`config.mk`:
```
export PLATFORM = sky130hd
export DESIGN_NAME = jtcontra_gfx_romarb
export DESIGN_NICKNAME = d
export VERILOG_FILES = /design/src/rtl/jtcontra_gfx_romarb.sv
export SDC_FILE = /design/constraint.sdc
export NUM_CORES = 1
export LEC_CHECK = 0
export CORE_MARGIN = 2
export CORE_UTILIZATION = 40
export DETAILED_ROUTE_END_ITERATION = 8
export GPL_TIMING_DRIVEN = 0
export PLACE_DENSITY = 0.67
export SLEW_MARGIN = 20
export SYNTH_ARGS = -nofsm -noshare
export SYNTH_HDL_FRONTEND = slang
export SYNTH_SLANG_ARGS = --single-unit
```
`constraint.sdc`:
```
create_clock -name clk -period 3.5 [get_ports clk]
set_clock_uncertainty 0.05 [all_clocks]
set_input_delay 0.7 -clock clk [delete_from_list [all_inputs] [get_ports clk]]
set_output_delay 0.7 -clock clk [all_outputs]
set_load 0.1 [all_outputs]
```
`src/rtl/jtcontra_gfx_romarb.sv`:
```
// Two-port arbiter sharing one graphics ROM (SDRAM) slot between the tile and object
// fetchers. Holds each request until the ROM reply is valid, then returns the data to that port.
module jtcontra_gfx_romarb #(
  parameter int AW     = 18,
  parameter int DW     = 16,
  parameter int SETTLE = 2,
  parameter int PRIO   = 0
) (
  input  logic          clk,
  input  logic          rst_n,
  input  logic          a_cs,
  input  logic [AW-1:0] a_addr,
  output logic          a_ok,
  output logic [DW-1:0] a_data,
  input  logic          b_cs,
  input  logic [AW-1:0] b_addr,
  output logic          b_ok,
  output logic [DW-1:0] b_data,
  output logic          rom_cs,
  output logic [AW-1:0] rom_addr,
  input  logic [DW-1:0] rom_data,
  input  logic          rom_ok
);

  typedef enum logic [1:0] {IDLE, WAIT, BUSY} state_t;

  state_t        state, state_nx;
  logic          gnt_b, gnt_b_nx;
  logic          last_b, last_b_nx;
  logic [3:0]    cnt, cnt_nx;
  logic [AW-1:0] a_lat, a_lat_nx, b_lat, b_lat_nx;
  logic [AW-1:0] rom_addr_nx;
  logic          rom_cs_nx, a_ok_nx, b_ok_nx;
  logic [DW-1:0] a_data_nx, b_data_nx;

  logic          a_pend, b_pend, pick_b, abort;
  logic          g_cs;
  logic [AW-1:0] g_addr, g_lat;

  // A port whose ok is already up for the same address has nothing left to ask for
  assign a_pend = a_cs & ~(a_ok & (a_addr == a_lat));
  assign b_pend = b_cs & ~(b_ok & (b_addr == b_lat));
  assign pick_b = b_pend & (~a_pend | ((PRIO == 0) & ~last_b));

  assign g_cs   = gnt_b ? b_cs   : a_cs;
  assign g_addr = gnt_b ? b_addr : a_addr;
  assign g_lat  = gnt_b ? b_lat  : a_lat;
  assign abort  = ~g_cs | (g_addr != g_lat);

  always_ff @(posedge clk or negedge rst_n) begin
    if (!rst_n) begin
      state    <= IDLE;
      gnt_b    <= 1'b0;
      last_b   <= 1'b1;
      cnt      <= 4'd0;
      a_lat    <= '0;
      b_lat    <= '0;
      rom_cs   <= 1'b0;
      rom_addr <= '0;
      a_ok     <= 1'b0;
      b_ok     <= 1'b0;
      a_data   <= '0;
      b_data   <= '0;
    end else begin
      state    <= state_nx;
      gnt_b    <= gnt_b_nx;
      last_b   <= last_b_nx;
      cnt      <= cnt_nx;
      a_lat    <= a_lat_nx;
      b_lat    <= b_lat_nx;
      rom_cs   <= rom_cs_nx;
      rom_addr <= rom_addr_nx;
      a_ok     <= a_ok_nx;
      b_ok     <= b_ok_nx;
      a_data   <= a_data_nx;
      b_data   <= b_data_nx;
    end
  end

  always_comb begin
    state_nx    = state;
    gnt_b_nx    = gnt_b;
    last_b_nx   = last_b;
    cnt_nx      = cnt;
    a_lat_nx    = a_lat;
    b_lat_nx    = b_lat;
    rom_cs_nx   = rom_cs;
    rom_addr_nx = rom_addr;
    a_ok_nx     = a_ok & a_cs & (a_addr == a_lat);
    b_ok_nx     = b_ok & b_cs & (b_addr == b_lat);
    a_data_nx   = a_data;
    b_data_nx   = b_data;

    case (state)
      IDLE: begin
        rom_cs_nx = 1'b0;
        if (a_pend | b_pend) begin
          gnt_b_nx  = pick_b;
          rom_cs_nx = 1'b1;
          cnt_nx    = 4'(SETTLE);
          state_nx  = WAIT;
          if (pick_b) begin
            rom_addr_nx = b_addr;
            b_lat_nx    = b_addr;
          end else begin
            rom_addr_nx = a_addr;
            a_lat_nx    = a_addr;
          end
        end
      end
      // rom_ok may still describe the previous address here, so it is not looked at
      WAIT: begin
        cnt_nx = cnt - 4'd1;
        if (abort) begin
          rom_cs_nx = 1'b0;
          state_nx  = IDLE;
        end else if (cnt == 4'd1) begin
          state_nx = BUSY;
        end
      end
      BUSY: begin
        if (abort) begin
          rom_cs_nx = 1'b0;
          state_nx  = IDLE;
        end else if (rom_ok) begin
          rom_cs_nx = 1'b0;
          last_b_nx = gnt_b;
          state_nx  = IDLE;
          if (gnt_b) begin
            b_data_nx = rom_data;
            b_ok_nx   = 1'b1;
          end else begin
            a_data_nx = rom_data;
            a_ok_nx   = 1'b1;
          end
        end
      end
      default: begin
        rom_cs_nx = 1'b0;
        state_nx  = IDLE;
      end
    endcase
  end

endmodule
```
* After elaboration in Yosys (flattened, before gate mapping) *
Index checks and enable logic that the tools add are counted.

word-level totals
  register bits after elaboration = 97

cells by class
  reduce and logical (&&, ||, !) cells = 11
  equality and inequality tests = 10
  bitwise operators = 20
  mux-type cells = 25
  add/subtract/negate cells = 1

operators with widths
  cell                   count
  $mux W18               3
  $eq A18 B18 Y1         2
  $ne A18 B18 Y1         1
  $mux W1                13
  $reduce_and A3 Y1      4
  $mux W2                5
  $and A1 B1 Y1          9
  $not A1 Y1             8
  $pmux W4 S2            1
  $reduce_and A4 Y1      2
  $ne A3 B3 Y1 const B   2
  $pmux W2 S3            1
  $reduce_and A2 Y1      3
  $eq A4 B1 Y1 const B   1
  $mux W4                1
  $ne A2 B2 Y1 const B   2
  $sub A4 B1 Y4 const B  1
  $or A1 B1 Y1           3
  $pmux W1 S3            1
  $eq A2 B1 Y1 const B   1
  $eq A2 B2 Y1 const B   1
  $logic_not A2 Y1       1
  $reduce_bool A2 Y1     1

* Logic depth before layout (Yosys ltp) *
Gate-level depths: netlist of the first run.

  depth in word-level cells = 9
  mapped depth = 8
  mapped depth without buffers = 6

* Worst setup path after synthesis of the first run *
OpenSTA, ideal clock, no wires.

  path type = input to register
  start = input port a_addr[3]
  end = register a_data[10]
  slack = 0.935 ns
  data required time = 3.324 ns
  cell stages on the path = 6
  arrival time = 2.389 ns
  path buffers = 1
  cells stage by stage = xnor2_1 nand4_1 or4b_4 nor4_4 buf_8 mux2_4

between the ends
  longest elaborated chain between the ends = 5

ends and longest elaborated chain
  item                                line  RTL
  start: declaration                  12    input logic [AW-1:0] a_addr,
  $mux W18                            46    assign g_addr = gnt_b ? b_addr : a_addr;
  $ne A18 B18 Y1                      48    assign abort = ~g_cs | (g_addr != g_lat);
  $or A1 B1 Y1                        48
  $not A1 Y1 (no source line)         -
  $reduce_and A4 Y1 (no source line)  -
  end signal: assignment              75    a_data <= a_data_nx;
  end: declaration                    14    output logic [DW-1:0] a_data,

No other way between the ends.
A chain may end at the register's enable or synchronous reset.

* Worst setup path in the final report of the first run *
  start = input port a_addr[17]
  end = register a_data[9]

Same word-level chain as after synthesis.

==> key figures, run 1 <==
STA
  – Final setup violation count: 0
  – Least setup slack across all paths after layout: 0.270 ns
  – Final Hold Violating Endpoints: 0
  – Max-slew violation total from the final report: 0
  – Worst Max-Slew Pin Slew: 1.01 ns
  – Shortest period the worst path allows: roughly 3.2 ns
  – Max frequency: approximately 310 MHz
  – Unrepaired setup endpoints after global routing: false
  – Worst slew margin relative to its limit: 0.325
  – Hold slack final: 0.114 ns
  – Final clock period utilization by the worst path: 0.923

Worst setup path
  – Worst Setup Start Kind: input pin
  – Internal reg-to-reg setup slack: 0.67 ns
  – Crit path max fanout: 10
  – Critical Path End Type: register
  – Path type of the worst setup path: input pin to register
  – Critical path data arrival time: between 3 and 4 ns
  – R2r startpoint: a_lat[17]$_DFFE_PN0P_
  – Cells along the critical path: clkdlybuf4s50_1 -> xor2_1 -> nor4_1 -> nand3_1 -> nor4_4 -> buf_8 -> mux2_4
  – Slowest library cell on the worst path: sky130_fd_sc_hd__nor4_4
  – CP peak stage delay: 0.67 ns
  – Required time of the critical path: about 3.7 ns
  – Critical R2R Capture: a_data[9]$_DFFE_PN0P_
  – Worst Reg-to-Reg Cells: 6

Synthesis
  – Flops & latches, synth: 97
  – Synthesized area: 4480 µm²
  – Share of synthesized registers carrying an async set or reset: 1.00
  – Sequential element share of the synthesized area: 0.542
  – Synth top area cells: sky130_fd_sc_hd__dfrtp_1, sky130_fd_sc_hd__mux2_2, sky130_fd_sc_hd__xor2_1
  – Number of distinct standard cells referenced by the synthesized netlist: 45
  – Most common cell in the netlist: sky130_fd_sc_hd__dfrtp_1
  – Ys Warns: 0
  – Net Count, Synth: 379
  – Number of flops mapped to enable cells by yosys: 0
  – Synthesized netlist cell count: 320
  – Commonest register cell after synthesis: sky130_fd_sc_hd__dfrtp_1
  – Leading post-synthesis cells by instance count: sky130_fd_sc_hd__dfrtp_1, sky130_fd_sc_hd__mux2_2, sky130_fd_sc_hd__xor2_1
  – Cell taking the most area after synthesis: sky130_fd_sc_hd__dfrtp_1
  – Share of the synthesized area in the top cell type: 0.536
  – Syn_area_per_cell: 14.0 µm²

Floorplan
  – Area of the die: 12100 µm²
  – Starting density of the core: 0.411
  – Die X: 110 µm
  – Number of rows created at floorplan: 38
  – I/O pin total: 110
  – Core outline area: 10900 µm²
  – Die span in y: around 110 µm

Clock network
  – Maximum clock path buffer count: 2
  – Num CTS Buffers: 9
  – CTS resizes: 0
  – # clock sinks: 97
  – Clock transition at the registers of the reported paths: 0.10 ns
  – Number of setup buffers added after CTS: 0
  – Clock tree from TritonCTS: built
  – CTS Root Cell: sky130_fd_sc_hd__clkbuf_8
  – Source-to-sink clock delay at the later pin of the worst-skew pair: 0.37 ns
  – Number of H-tree levels: 3
  – Count of hold buffers inserted by post-cts repair: 0

Finish
  – Syn-to-layout area delta: 34.1%
  – Fraction of layout cells with a size suffix above 1: 0.240
  – Antenna diode instance count: 0
  – Count of nets after finishing: 500

Pwr
  – Total Power: 3.23 mW
  – Maximum resistive drop on vdd: 0.279 mV
  – Power density normalized to cell area: 538 nW/µm²
  – Switching Share: 0.344
  – Clock network fraction of design power: 0.260
  – Part of the total power dissipated in sequential elements: 0.437
  – Leak Pwr: 2.58 nW
  – Part of the power in combinational logic: 0.303
  – Net switching power: 1.11 mW
  – Internal power: 2.12 mW

Drt
  – Residual DRC count: 0
  – Number of design-rule violations left by the first detailed-router iteration: 121
  – Drt wl/cell: 18.5 µm
  – Routed via count: just over 3000
  – Router iterations before antenna repair: 4
  – Detail Route Antenna Nets: 0
  – DR vias/cell: 5.22
  – Wire length reported by the detailed router: 10800 µm

Job
  – Count of maximum capacitance violations: 0

Global route
  – Global-route congestion overflow total: 0
  – Maximum number of pins on one net before global-route repair: 76
  – Tot GR Track Use: 0.192
  – Antenna violations before repair: 0
  – First-pass GRT wire length: 17400 µm
  – Vias in the first global route: 3329

Outcome
  – Result of the run: finished clean

Placed design
  – Input/output buffers: 109
  – DP Worst Slack: -0.107 ns
  – Post-DP HPWL: ~7800 µm
  – Routability congestion estimate: 0.803

Worst hold path
  – Worst hold-check path type: input pin to async pin
placed cells by master (no fill, tap or decap), types with 3 or more instances in the layout:
| cell | Yosys | layout |
|---|---|---|
| sky130_fd_sc_hd__clkdlybuf4s50_1 | 0 | 108 |
| sky130_fd_sc_hd__dfrtp_1 | 96 | 96 |
| sky130_fd_sc_hd__mux2_2 | 50 | 50 |
| sky130_fd_sc_hd__xor2_1 | 33 | 33 |
| sky130_fd_sc_hd__mux2_4 | 19 | 19 |
| sky130_fd_sc_hd__nor3b_1 | 18 | 18 |
| sky130_fd_sc_hd__a221o_1 | 18 | 18 |
| sky130_fd_sc_hd__clkbuf_8 | 0 | 11 |
| sky130_fd_sc_hd__nor2_1 | 8 | 8 |
| sky130_fd_sc_hd__nor4_1 | 6 | 6 |
| sky130_fd_sc_hd__nand2_1 | 6 | 6 |
| sky130_fd_sc_hd__buf_4 | 5 | 5 |
| sky130_fd_sc_hd__buf_2 | 5 | 5 |
| sky130_fd_sc_hd__inv_1 | 4 | 4 |
| sky130_fd_sc_hd__xnor2_1 | 4 | 4 |
| sky130_fd_sc_hd__nor3_1 | 4 | 4 |
| sky130_fd_sc_hd__nand3_1 | 3 | 3 |
| sky130_fd_sc_hd__o21ai_0 | 3 | 3 |
| sky130_fd_sc_hd__nand2b_1 | 3 | 3 |
per-stage QoR:
stage | TNS (ns) | utilization | instances | instance area [µm²]
floorplan | 0 | - | 320 | 4480
global placement | -194.54 | 0.528 | 569 | 5750
detailed placement | -0.978 | 0.530 | 570 | 5770
CTS | 0 | 0.551 | 586 | 6000
global route | 0 | 0.551 | 586 | 6000
finish | 0 | 0.551 | 586 | 6000
worst max-delay path, delay by kind of cell:
kind                   cells  cell delay (ns)
XOR/XNOR                   1             0.16
AND/OR/NAND/NOR            3             1.54
multiplexers               1             0.32
buffers and inverters      2             0.71
final cells by class:
| type | instances | area, µm² |
|---|---|---|
| Buffer | 13 | 92.6 |
| Clock buffer | 12 | 155 |
| Clock inverter | 4 | 75.1 |
| Fill cell | 928 | 4880 |
| Inverter | 4 | 15.0 |
| Multi-Input combinational cell | 206 | 1940 |
| Sequential cell | 97 | 2430 |
| Tap cell | 140 | 175 |
| Timing Repair Buffer | 110 | 1120 |
sequential cells by signal, indices dropped and copies added (netlist names), 2 cells and up:
signal and count:
a_data 16, a_lat 18, b_data 16, b_lat 18, cnt 4, rom_addr 18, state 2
worst max-delay path by stage:
stage / startpoint / to / cells past startpoint
3_5_place_dp: a_addr[17] / a_data[9]$_DFFE_PN0P_ / 7
3_3_place_gp: rst_n / a_data[12]$_DFFE_PN0P_ / 1
5_1_grt: a_addr[16] / a_data[9]$_DFFE_PN0P_ / 7
2_1_floorplan: a_addr[3] / a_data[10]$_DFFE_PN0P_ / 6
4_1_cts: a_addr[17] / a_data[9]$_DFFE_PN0P_ / 7
6_report: a_addr[17] / a_data[9]$_DFFE_PN0P_ / 7
routing by layer:
layer	wire length [µm]	vias to the layer above	GRT usage
met3	531	12	0.0373
met5	0	-	0
met2	5360	76	0.312
met4	159	0	0.0669
met1	4780	1553	0.255
li1	-	1416	-
power by group through the flow:
stage          sequential [mW]  combinational (mW)  clock [mW]
3_3_place_gp              1.42               0.966           0
5_1_grt                   1.44                1.04       0.902
6_report                  1.41               0.980       0.840
3_5_place_dp              1.43               0.983           0
2_1_floorplan             1.73               0.376           0
4_1_cts                   1.41               0.987       0.856
kinds of logic after synthesis:
kind of cell / synth area share
AO/OA/AOI/OAI: 0.0813
adder cells (fa/ha/maj): 0.00559
multiplexers: 0.189
XOR/XNOR: 0.0723
buffers and inverters: 0.0240
flip-flops: 0.542
AND/OR/NAND/NOR: 0.0852
(Power assumes the default switching activity.)
==> run 2: changes to the inputs <==
--- a/config.mk
+++ b/config.mk
@@ -5,6 +5,7 @@
 export SDC_FILE = /design/constraint.sdc
 export NUM_CORES = 1
 export LEC_CHECK = 0
+export CORE_ASPECT_RATIO = 0.8
 export CORE_MARGIN = 2
 export CORE_UTILIZATION = 40
 export DETAILED_ROUTE_END_ITERATION = 8
==> run 2 against run 1 <==
  * First-iteration DRC count increased by 28%
  * Global-route usage shrank 0.075 points
  * Flip-flop and latch count is the same
  * Critical path type unchanged
==> key figures, run 2 (same netlist as run 1, synthesis figures left out) <==
Outcome
  – Result of the run: finished clean

Finish
  – Highest-count cells in the layout ignoring fill and taps: sky130_fd_sc_hd__clkdlybuf4s50_1, sky130_fd_sc_hd__dfrtp_1, sky130_fd_sc_hd__mux2_2
  – Antenna diode instance count: 0 (unchanged)
  – Count of nets after finishing: 500 (unchanged)
  – Most common cell after layout, fill and taps aside: sky130_fd_sc_hd__clkdlybuf4s50_1
  – Syn-to-layout area delta: 37.5%
  – Leading registers by flop count: a_lat (18), b_lat (18), rom_addr (18)
  – Fill cell count: 975 (+5.1%)
  – Fraction of layout cells with a size suffix above 1: 0.242 (+0.00224)

Drt
  – Residual DRC count: 0 (unchanged)
  – DR vias/cell: 5.15 (-1.3%)
  – Wire length reported by the detailed router: 10600 µm (-2.3%)
  – Router iterations before antenna repair: 4 (unchanged)
  – Detail Route Antenna Nets: 0 (unchanged)
  – Drt wl/cell: 17.9 µm (-3.0%)
  – Routed via count: 3037 (-0.65%)
  – Number of design-rule violations left by the first detailed-router iteration: 155 (+28%)

STA
  – Shortest period the worst path allows: 3.32 ns (+0.0856 ns)
  – Least setup slack across all paths after layout: 0.185 ns (-0.0856 ns)
  – Worst slew margin relative to its limit: 0.334 (+0.00981)
  – Max frequency: 302 MHz (-2.6%)
  – Final clock period utilization by the worst path: 0.947 (+0.0245)
  – Worst Max-Slew Pin Slew: 0.995 ns (-0.0147 ns)
  – Sum of negative setup slack: 0 ns (unchanged)
  – Hold slack final: 0.242 ns (+0.128 ns)
  – Max-slew violation total from the final report: 0 (unchanged)
  – Final Hold Violating Endpoints: 0 (unchanged)
  – Unrepaired setup endpoints after global routing: false
  – Final setup violation count: 0 (unchanged)

Clock network
  – CTS resizes: 0 (unchanged)
  – Count of hold buffers inserted by post-cts repair: 0 (unchanged)
  – Number of H-tree levels: 3 (unchanged)
  – Clock transition at the registers of the reported paths: 0.07 ns (-0.03 ns)
  – CTS Root Cell: sky130_fd_sc_hd__clkbuf_16
  – Clock tree from TritonCTS: built
  – Maximum clock path buffer count: 2 (unchanged)
  – Number of setup buffers added after CTS: 0 (unchanged)
  – Num CTS Buffers: 9 (unchanged)
  – Source-to-sink clock delay at the later pin of the worst-skew pair: 0.34 ns (-0.03 ns)
  – # clock sinks: 97 (unchanged)

Worst setup path
  – Critical R2R Capture: a_data[9]$_DFFE_PN0P_
  – Internal reg-to-reg setup slack: 0.65 ns (-0.02 ns)
  – Path type of the worst setup path: input pin to register
  – Critical path origin: a_addr[7]
  – R2r startpoint: a_lat[7]$_DFFE_PN0P_
  – Worst Setup Start Kind: input pin
  – Worst Reg-to-Reg Cells: 6 (unchanged)
  – Critical Path End Type: register
  – Required time of the critical path: 3.68 ns (-0.02 ns)
  – Critical path data arrival time: 3.49 ns (+0.06 ns)
  – Crit path max fanout: 10 (unchanged)
  – Worst setup path end: a_data[9]$_DFFE_PN0P_

Floorplan
  – I/O pin total: 110 (unchanged)
  – Area of the die: 12100 µm² (about the same)
  – Die span in y: 98.7 µm (-10%)
  – Core outline area: 10900 µm² (about the same)
  – Starting density of the core: 0.411 (about the same)
  – Die X: 122 µm (+11%)
  – Number of rows created at floorplan: 34 (-11%)

Pwr
  – Power density normalized to cell area: 588 nW/µm² (+9.4%)
  – Total Power: 3.62 mW (+12%)
  – Leak Pwr: 2.66 nW (+3.0%)
  – Maximum resistive drop on vdd: 0.401 mV (+43%)

Placed design
  – Post-DP HPWL: 7570 µm (-3.0%)
  – Input/output buffers: 109 (unchanged)
  – DP Worst Slack: -0.145 ns (-0.0382 ns)
  – Routability congestion estimate: 0.798 (-0.65%)

Global route
  – Global-route congestion overflow total: 0 (unchanged)
  – Tot GR Track Use: 0.191 (-0.000747)
  – First-pass GRT wire length: 17700 µm (+2.1%)
  – Maximum number of pins on one net before global-route repair: 51 (-33%)
  – Vias in the first global route: 3346 (+0.51%)
  – Antenna violations before repair: 0 (unchanged)

Worst hold path
  – Worst hold-check path type: input pin to async pin

Job
  – Count of maximum capacitance violations: 0 (unchanged)
run 2: cell types whose count changed in the layout (fill, tap and decap cells not counted), sizes merged:
cell,delta
clkbuf,-1
bufinv,+2
clkinv,+1
clkinvlp,-2
run 2: metrics by stage:
step | util | cell area (µm²) | std cells
final | 0.565 | 6160 | 590
after global routing | 0.565 | 6160 | 590
after CTS | 0.565 | 6160 | 590
after detailed placement | 0.531 | 5780 | 574
after global placement | 0.528 | 5750 | 573
after floorplan | - | 4480 | 320
run 2: cell type report:
| type | count | area (µm²) | share of cell area |
|---|---|---|---|
| plain buffers | 13 | 92.6 | 0.0150 |
| clock buffers | 11 | 253 | 0.0410 |
| clock inverters | 5 | 125 | 0.0203 |
| inverters | 4 | 15.0 | 0.00244 |
| multi-input cells | 206 | 1940 | 0.316 |
| flip-flops and latches | 97 | 2430 | 0.394 |
| well taps | 144 | 180 | 0.0293 |
| repair buffers | 110 | 1120 | 0.182 |
run 2: routing by layer:
layer | wire length, µm | GRT usage
met1 | 5090 | 0.271
met2 | 4830 | 0.293
met3 | 557 | 0.0503
met4 | 102 | 0.0477
met5 | 0 | 0
run 2: worst max-delay path, cell delays in order:
cell	delay, ns
sky130_fd_sc_hd__clkdlybuf4s50_1	0.48
sky130_fd_sc_hd__xor2_1	0.17
sky130_fd_sc_hd__nor4_1	0.59
sky130_fd_sc_hd__nand3_1	0.33
sky130_fd_sc_hd__nor4_4	0.66
sky130_fd_sc_hd__buf_8	0.25
sky130_fd_sc_hd__mux2_4	0.31
run 2: worst min path at each step:
| stage | start | endpoint | slack, ns | cells after the start |
|---|---|---|---|---|
| floorplan | rst_n | a_data[0]$_DFFE_PN0P_ | 0.35 | 0 |
| global placement | b_data[11]$_DFFE_PN0P_ | b_data[11]$_DFFE_PN0P_ | 0.44 | 1 |
| detailed placement | a_data[8]$_DFFE_PN0P_ | a_data[8]$_DFFE_PN0P_ | 0.44 | 1 |
| CTS | rst_n | a_data[3]$_DFFE_PN0P_ | 0.25 | 1 |
| global route | rst_n | b_data[14]$_DFFE_PN0P_ | 0.27 | 1 |
| finish | rst_n | a_data[3]$_DFFE_PN0P_ | 0.24 | 1 |
run 2: power breakdown:
| part | leakage, nW | total (mW) | internal [mW] | switching, mW |
|---|---|---|---|---|
| Sequential | 1.23 | 1.41 | 1.29 | 0.117 |
| Combinational | 1.24 | 0.983 | 0.387 | 0.596 |
| Clock | 0.186 | 1.23 | 0.809 | 0.422 |
| Total | 2.66 | 3.62 | 2.49 | 1.13 |
